## src/rtl/traffic_pkg.sv

```systemverilog
// Shared types for the highway/country traffic-light controller.
//   state_t    : controller FSM states
//   RED/YELLOW/GREEN : lamp codes driven on hwy/cntry
//   STOP/HRGO/CRGO/TIMER : displaySignal codes for the countdown datapath
//   ctrlOut_t  : bundle of all registered controller outputs
//   decodeOut  : per-state output decode (applied to the next state)
package traffic_pkg;

  typedef enum logic [2:0] {
    H_LOAD, H_GREEN, H_YELLOW, C_LOAD, C_GREEN, C_YELLOW, FAULT
  } state_t;

  localparam logic [1:0] RED    = 2'b00;
  localparam logic [1:0] YELLOW = 2'b01;
  localparam logic [1:0] GREEN  = 2'b10;

  localparam logic [1:0] STOP  = 2'b11;
  localparam logic [1:0] HRGO  = 2'b01;
  localparam logic [1:0] CRGO  = 2'b00;
  localparam logic [1:0] TIMER = 2'b10;

  localparam int TMR_W = 27;

  typedef struct packed {
    logic       load;
    logic       twentyToLoad;
    logic [1:0] displaySignal;
    logic [1:0] hwy;
    logic [1:0] cntry;
    logic       fault;
  } ctrlOut_t;

  // Output values held while reset is asserted.
  localparam ctrlOut_t RESET_OUT = '{load: 1'b0, twentyToLoad: 1'b1,
                                     displaySignal: HRGO, hwy: GREEN,
                                     cntry: RED, fault: 1'b0};

  function automatic logic isLoad(input state_t s);
    return (s == H_LOAD) || (s == C_LOAD);
  endfunction

  function automatic logic inCountry(input state_t s);
    return (s == C_LOAD) || (s == C_GREEN) || (s == C_YELLOW);
  endfunction

  // twentyToLoad follows the phase: 1 on the highway side, 0 on the
  // country side, so it is already settled whenever load rises.
  function automatic ctrlOut_t decodeOut(input state_t s);
    ctrlOut_t o;
    o = '{load: 1'b0, twentyToLoad: 1'b1, displaySignal: STOP,
          hwy: RED, cntry: RED, fault: 1'b0};
    case (s)
      H_LOAD:   begin o.load = 1'b1; o.displaySignal = HRGO; o.hwy = GREEN; end
      H_GREEN:  begin o.displaySignal = HRGO;  o.hwy = GREEN;  end
      H_YELLOW: begin o.displaySignal = TIMER; o.hwy = YELLOW; end
      C_LOAD:   begin
        o.load = 1'b1; o.twentyToLoad = 1'b0;
        o.displaySignal = CRGO; o.cntry = GREEN;
      end
      C_GREEN:  begin o.twentyToLoad = 1'b0; o.displaySignal = CRGO;  o.cntry = GREEN;  end
      C_YELLOW: begin o.twentyToLoad = 1'b0; o.displaySignal = TIMER; o.cntry = YELLOW; end
      FAULT:    begin o.displaySignal = STOP; o.fault = 1'b1; end
      default:  ;
    endcase
    return o;
  endfunction

endpackage

```

## src/rtl/traffic_ctrl_fsm_sync.sv

```systemverilog
// N-flop level synchroniser for asynchronous / slow-domain inputs.
//   clk  : destination clock
//   rstN : asynchronous active-low reset, clears every stage to 0
//   d    : asynchronous input
//   q    : synchronised output, STAGES cycles of latency
module sync_nff #(
  parameter int STAGES = 2
) (
  input  logic clk,
  input  logic rstN,
  input  logic d,
  output logic q
);

  logic [STAGES-1:0] ff;

  always_ff @(posedge clk or negedge rstN) begin
    if (!rstN) ff <= '0;
    else       ff <= {ff[STAGES-2:0], d};
  end

  assign q = ff[STAGES-1];

endmodule

```

## src/rtl/traffic_ctrl_fsm.sv

```systemverilog
// Highway/country-road traffic-light controller feeding the countdown datapath.
// Optional feature macro: TRAFFIC_CAR_SENSOR_EN (highway stays green until a
// country car is seen; when undefined the cycle is fixed and carSensor ignored).
// Ports:
//   CLOCK_50       : system clock
//   reset          : asynchronous active-low reset
//   carSensor      : country-road vehicle detect (asynchronous level)
//   counterNotZero : datapath count != 0 (slow domain)
//   counterNotFive : datapath count != 5 (slow domain)
//   load           : load request, held until the datapath acknowledges
//   twentyToLoad   : 1 = load 20 s, 0 = load 10 s
//   displaySignal  : datapath display mode
//   hwy / cntry    : lamp codes
//   fault          : sticky load-timeout indicator
module traffic_ctrl_fsm
  import traffic_pkg::*;
#(
  parameter int LOAD_TIMEOUT = 100000000,
  parameter int SYNC_STAGES  = 2
) (
  input  logic       CLOCK_50,
  input  logic       reset,
  input  logic       carSensor,
  input  logic       counterNotZero,
  input  logic       counterNotFive,
  output logic       load,
  output logic       twentyToLoad,
  output logic [1:0] displaySignal,
  output logic [1:0] hwy,
  output logic [1:0] cntry,
  output logic       fault
);

  // ---- input synchronisers -------------------------------------------------
  logic [1:0] flagSync;
  logic       counterNotZero_s, counterNotFive_s;

  sync_nff #(.STAGES(SYNC_STAGES)) uFlagSync [1:0] (
    .clk  (CLOCK_50),
    .rstN (reset),
    .d    ({counterNotZero, counterNotFive}),
    .q    (flagSync)
  );

  assign counterNotZero_s = flagSync[1];
  assign counterNotFive_s = flagSync[0];

  // A fresh load (20 or 10) makes both flags true; that is the acknowledge.
  logic ack;
  assign ack = counterNotZero_s & counterNotFive_s;

  // ---- state ----------------------------------------------------------------
  state_t           state, nextState;
  ctrlOut_t         outReg, nextOut;
  logic [TMR_W-1:0] loadTmr;
  logic             loadTimeout;
  logic             carWaiting;
  logic             enterCLoad;

  assign loadTimeout = (loadTmr >= TMR_W'(LOAD_TIMEOUT - 1));
  assign enterCLoad  = (nextState == C_LOAD) && (state != C_LOAD);

  always_comb begin
    nextState = state;
    case (state)
      H_LOAD:   if (ack) nextState = H_GREEN;
                else if (loadTimeout) nextState = FAULT;
      H_GREEN:  if (!counterNotFive_s) nextState = carWaiting ? H_YELLOW : H_LOAD;
      H_YELLOW: if (!counterNotZero_s) nextState = C_LOAD;
      C_LOAD:   if (ack) nextState = C_GREEN;
                else if (loadTimeout) nextState = FAULT;
      C_GREEN:  if (!counterNotFive_s) nextState = C_YELLOW;
      C_YELLOW: if (!counterNotZero_s) nextState = H_LOAD;
      FAULT:    nextState = FAULT;
      default:  nextState = H_LOAD;
    endcase
    // Outputs are registered from the next state so they switch together
    // with the state register.
    nextOut = decodeOut(nextState);
  end

  always_ff @(posedge CLOCK_50 or negedge reset) begin
    if (!reset) begin
      state   <= H_LOAD;
      outReg  <= RESET_OUT;
      loadTmr <= '0;
    end else begin
      state  <= nextState;
      outReg <= nextOut;
      // Restart on every entry into a LOAD state (including the H_GREEN
      // re-arm), count while waiting for ack, hold at all-ones.
      if (isLoad(nextState) && (nextState != state))
        loadTmr <= '0;
      else if (isLoad(state) && (loadTmr != '1))
        loadTmr <= loadTmr + 1'b1;
    end
  end

  // ---- car detection -------------------------------------------------------
`ifdef TRAFFIC_CAR_SENSOR_EN
  logic carSensor_s;

  sync_nff #(.STAGES(SYNC_STAGES)) uCarSync (
    .clk  (CLOCK_50),
    .rstN (reset),
    .d    (carSensor),
    .q    (carSensor_s)
  );

  // Clear takes priority so a car seen on the C_LOAD entry edge is dropped.
  always_ff @(posedge CLOCK_50 or negedge reset) begin
    if (!reset)                                carWaiting <= 1'b0;
    else if (enterCLoad)                       carWaiting <= 1'b0;
    else if (carSensor_s && !inCountry(state)) carWaiting <= 1'b1;
  end
`else
  // Fixed cycle: H_GREEN always hands over to the country road.
  logic unusedCarInputs;
  assign unusedCarInputs = carSensor ^ enterCLoad;
  assign carWaiting      = 1'b1;
`endif

  // ---- outputs ---------------------------------------------------------------
  assign load          = outReg.load;
  assign twentyToLoad  = outReg.twentyToLoad;
  assign displaySignal = outReg.displaySignal;
  assign hwy           = outReg.hwy;
  assign cntry         = outReg.cntry;
  assign fault         = outReg.fault;

  // Conflicting greens/yellows must never be shown.
  lampExclusive: assert property (@(posedge CLOCK_50) disable iff (!reset)
                                  (hwy == RED) || (cntry == RED));

endmodule

```

## config.mk

```make
export PLATFORM = sky130hd
export DESIGN_NAME = traffic_ctrl_fsm
export DESIGN_NICKNAME = d
export VERILOG_FILES = /design/src/rtl/traffic_pkg.sv /design/src/rtl/traffic_ctrl_fsm_sync.sv /design/src/rtl/traffic_ctrl_fsm.sv
export SDC_FILE = /design/constraint.sdc
export NUM_CORES = 1
export LEC_CHECK = 0
export CAP_MARGIN = 20
export CORE_MARGIN = 3
export CORE_UTILIZATION = 55
export CTS_BUF_LIST = sky130_fd_sc_hd__clkbuf_2
export DETAILED_ROUTE_END_ITERATION = 12
export GPL_ROUTABILITY_DRIVEN = 0
export GPL_TIMING_DRIVEN = 0
export HOLD_SLACK_MARGIN = 0.03
export PLACE_DENSITY = 0.78
export SLEW_MARGIN = 20
export SYNTH_ARGS = -nofsm -noshare
export SYNTH_HDL_FRONTEND = slang
export SYNTH_HIERARCHICAL = 1
export SYNTH_SLANG_ARGS = --single-unit
```

## constraint.sdc

```tcl
create_clock -name CLOCK_50 -period 1.97 [get_ports CLOCK_50]
set_clock_uncertainty 0.15 [all_clocks]
set_input_delay 0.394 -clock CLOCK_50 [delete_from_list [all_inputs] [get_ports CLOCK_50]]
set_output_delay 0.394 -clock CLOCK_50 [all_outputs]
set_load 0.01 [all_outputs]
```

==> results.toml <==
[synth]
synthesis.instances = 250
yosys_register_bits = 43
ys_top_cells_by_area = "dfrtp_1 (43%), nor2_1 (6.7%), xor2_1 (5.3%)"
post_synth_most_frequent_cells = "nor2_1 (41), dfrtp_1 (40), nand2_1 (20)"
synth_nets = 256
yosysUniqueCellTypes = 52
synthesis.area_sq_um = 2300
post-synth-top-count-cell = "nor2_1"
fraction_of_registers_with_async_set_reset_pct = 100
share_of_synthesized_area_occupied_by_flip_flops_and_latches_pct = 46.9
synth_largest_type_area_fraction_pct = 43.4
synth_edf_count = 0
syn_area_per_cell_sq_um = 9.22
synthFlopType = "dfrtp_1"
ys.warnings.count = 6
yosysTopAreaCell = "dfrtp_1"

[timing]
timing.final.ws_setup_ns = -0.196
final_period_minus_worst_setup_slack_ns = 2.17
min_period_over_period_pct = 110
slew_headroom_pct = 65.1
setup_viol = 30
hold_violations = 0
rsz_0062_raised_after_global_routing = "true"
peak_clock_frequency_supported_by_timing_ghz = 0.462
fin_tns_setup_ns = -1.85
max_slew_violation_count = 0
max_slew.worst_pin.slew_ns = 0.524
whs_ns = 0.220

[worst_setup_path]
worst-endpoint-required_ns = 2.14
worstPathMaxFanout = 5
worst_path_largest_cell_delay_ns = 0.47
end_kind = "flip-flop"
start_kind = "flip-flop"
critical_path_arrival_ns = 2.34
regToRegStartpoint = "loadTmr[14]"
timing_worst_setup_path_type = "reg2reg"
critical_path.startpoint = "loadTmr[14]"
setup.reg_to_reg.worst_slack_ns = -0.20
crit_path_cell_trace = "and4_4, o21a_1, nor2_2, o41ai_4, buf_4, a21oi_2, or4_1"
crit_slowest_cell = "or4_1"
r2r.worst_path.cells = 7

[route]
top_signal_layer_used = "met4"
initialDrtViolationCount = 164
dr_wl_cell_um = 17.4
met2RoutedLength_um = 3020
met3_wl_um = 347
drc_errors = 0
drt_wl_total_um = 6190
detailedRoute.firstPassIterationCount = 4
dr_total_vias = 2179
detail_route.vias_per_cell = 6.12
final_antenna_net_count = 0
wl_met1_um = 2650

[global_routing]
antenna_found_initial = 0
grt_start_max_net_pins = 26
grt_pass1_wl_um = 9300
grt_pass1_vias = 2079
globalRouteTotalUtil_pct = 22.5
globalRouteOverflowTotal = 0

[cts]
clock_insertion_delay_worst_skew_ns = 0.43
clock_tree.buffer_depth = 2
cts_tree = "done"
cts_root_buffer = "clkbuf_2"
tritoncts_num_sinks = 43
worst_setup_hold_path_clk_slew_ns = 0.23
cts_made_buffers = 5
htree_num_levels = 2

[cells_and_area]
layout-drive-gt1-share_pct = 36.7
finalNetCount = 313
n_fill_cell = 229
syn2layout_area_growth_pct = 33.8
diodes = 0

[placement]
buffer_ports.inserted = 12
pre_cts_ws_ns = -0.371
detailedPlacementHpwl_um = 3410

[worst_hold_path]
worstHoldPathType = "in2reg"
min_path_cells = 1
hold_path.startpoint = "counterNotZero"

[job]
drv_cap = 0

[power]
power.total_mw = 2.98
leakagePower_nw = 1.36
vdd.ir_drop.worst_mv = 0.650
power_per_cell_area_nw_per_um2 = 965

[status]
status = "finished, violations left"
violations_in_the_final_reports = "negative setup slack"

[floorplanning]
number_of_placed_i_o_pins = 14
area_of_the_die_sq_um = 5000
placementRows = 22
floorplan.die.width_um = 70.7
die_h_um = 70.7
initial_utilization_pct = 59.8
core_area_sq_um = 3850
==> area by class of cell <==
class	instances	area [sq um]	area share, %
multi-input combinational	188	1380	44.7
sequential	43	1090	35.2
timing repair buffer	52	427	13.8
buffer	10	65.1	2.11
tap	48	60.1	1.95
clock buffer	6	30.0	0.974
inverter	7	26.3	0.852
clock inverter	2	12.5	0.406
==> power by group <==
| part | internal [mW] | leakage [nW] | switching (mW) |
|---|---|---|---|
| registers | 1.05 | 0.558 | 0.104 |
| clock network | 0.0903 | 0.0290 | 0.300 |
| logic | 0.617 | 0.770 | 0.817 |
| total | 1.75 | 1.36 | 1.22 |
==> flip-flops by register name, indices dropped and copies added (netlist names) <==
name,flops
uFlagSync/ff,4
loadTmr,27
displaySignal,2
fault,1
load,1
hwy,2
state,3
twentyToLoad,1
cntry,2
==> cells in the final DEF, fill, tap and decap left out, types with 3 or more instances in the layout <==
cell type / synthesis / layout
xnor2_1: 10 / 9
buf_4: 0 / 38
clkbuf_2: 0 / 10
nor2_1: 41 / 39
clkbuf_4: 0 / 4
nor3_2: 1 / 7
dfstp_2: 3 / 3
a21oi_1: 10 / 7
nand3_1: 14 / 9
dfrtp_2: 0 / 5
and3_1: 4 / 3
nand3_2: 1 / 5
nand4_1: 12 / 12
clkdlybuf4s50_1: 0 / 8
dlygate4sd2_1: 0 / 3
xor2_1: 14 / 13
a21oi_2: 1 / 4
dfrtp_1: 40 / 35
nand2_2: 2 / 4
or3_1: 3 / 3
nand2_1: 20 / 18
o21ai_0: 6 / 3
inv_1: 7 / 7
==> final timing paths <==
| kind | end |
|---|---|
| setup / recovery | state[0] |
| hold / removal | uFlagSync[1]/ff[0] |
| setup reg to reg | state[0] |
| hold reg to reg | uFlagSync[1]/ff[1] |
| max in group asynchronous | loadTmr[9] |
| min in group asynchronous | loadTmr[15] |
==> routing by layer <==
metal / up-vias / GRT usage (%)
met5: - / 0
met4: 0 / 8.14
met3: 18 / 5.97
met2: 86 / 35.4
met1: 1076 / 29.9
li1: 999 / -
==> repair_timing <==
item,CTS,global route
resized for setup,19,54
hold buffers,1,0
setup buffers,24,13
endpoints found under the hold margin,15,0
pin swaps,7,27
gates cloned,0,1
endpoints found under the setup margin,39,35
==> worst max-delay path: cells and delay by family, from the launching register on <==
| family | cells | cell delay, ns |
|---|---|---|
| and+or+nand+nor | 3 | 0.76 |
| AOI/OAI and AO/OA | 3 | 0.49 |
| DFF | 1 | 0.45 |
| buffers and inverters | 1 | 0.20 |
==> cells by family after synthesis <==
group	after synthesis	share of synthesized area (%)
AND/OR/NAND/NOR	121	26.1
flip-flops	43	46.9
AO/OA/AOI/OAI	40	13.1
XOR/XNOR	24	9.12
buffers and inverters	19	3.20
multiplexers	2	1.09
adder cells (fa/ha/maj)	1	0.543
==> per-stage QoR <==
step,std cells,utilization [%],cell area [sq um]
2_1_floorplan,250,-,2310
3_3_place_gp,310,64.7,2490
3_5_place_dp,311,65.1,2510
4_1_cts,343,72.5,2790
5_1_grt,356,80.0,3080
6_report,356,80.0,3080
No activity file was read; power rests on OpenSTA's default activity.
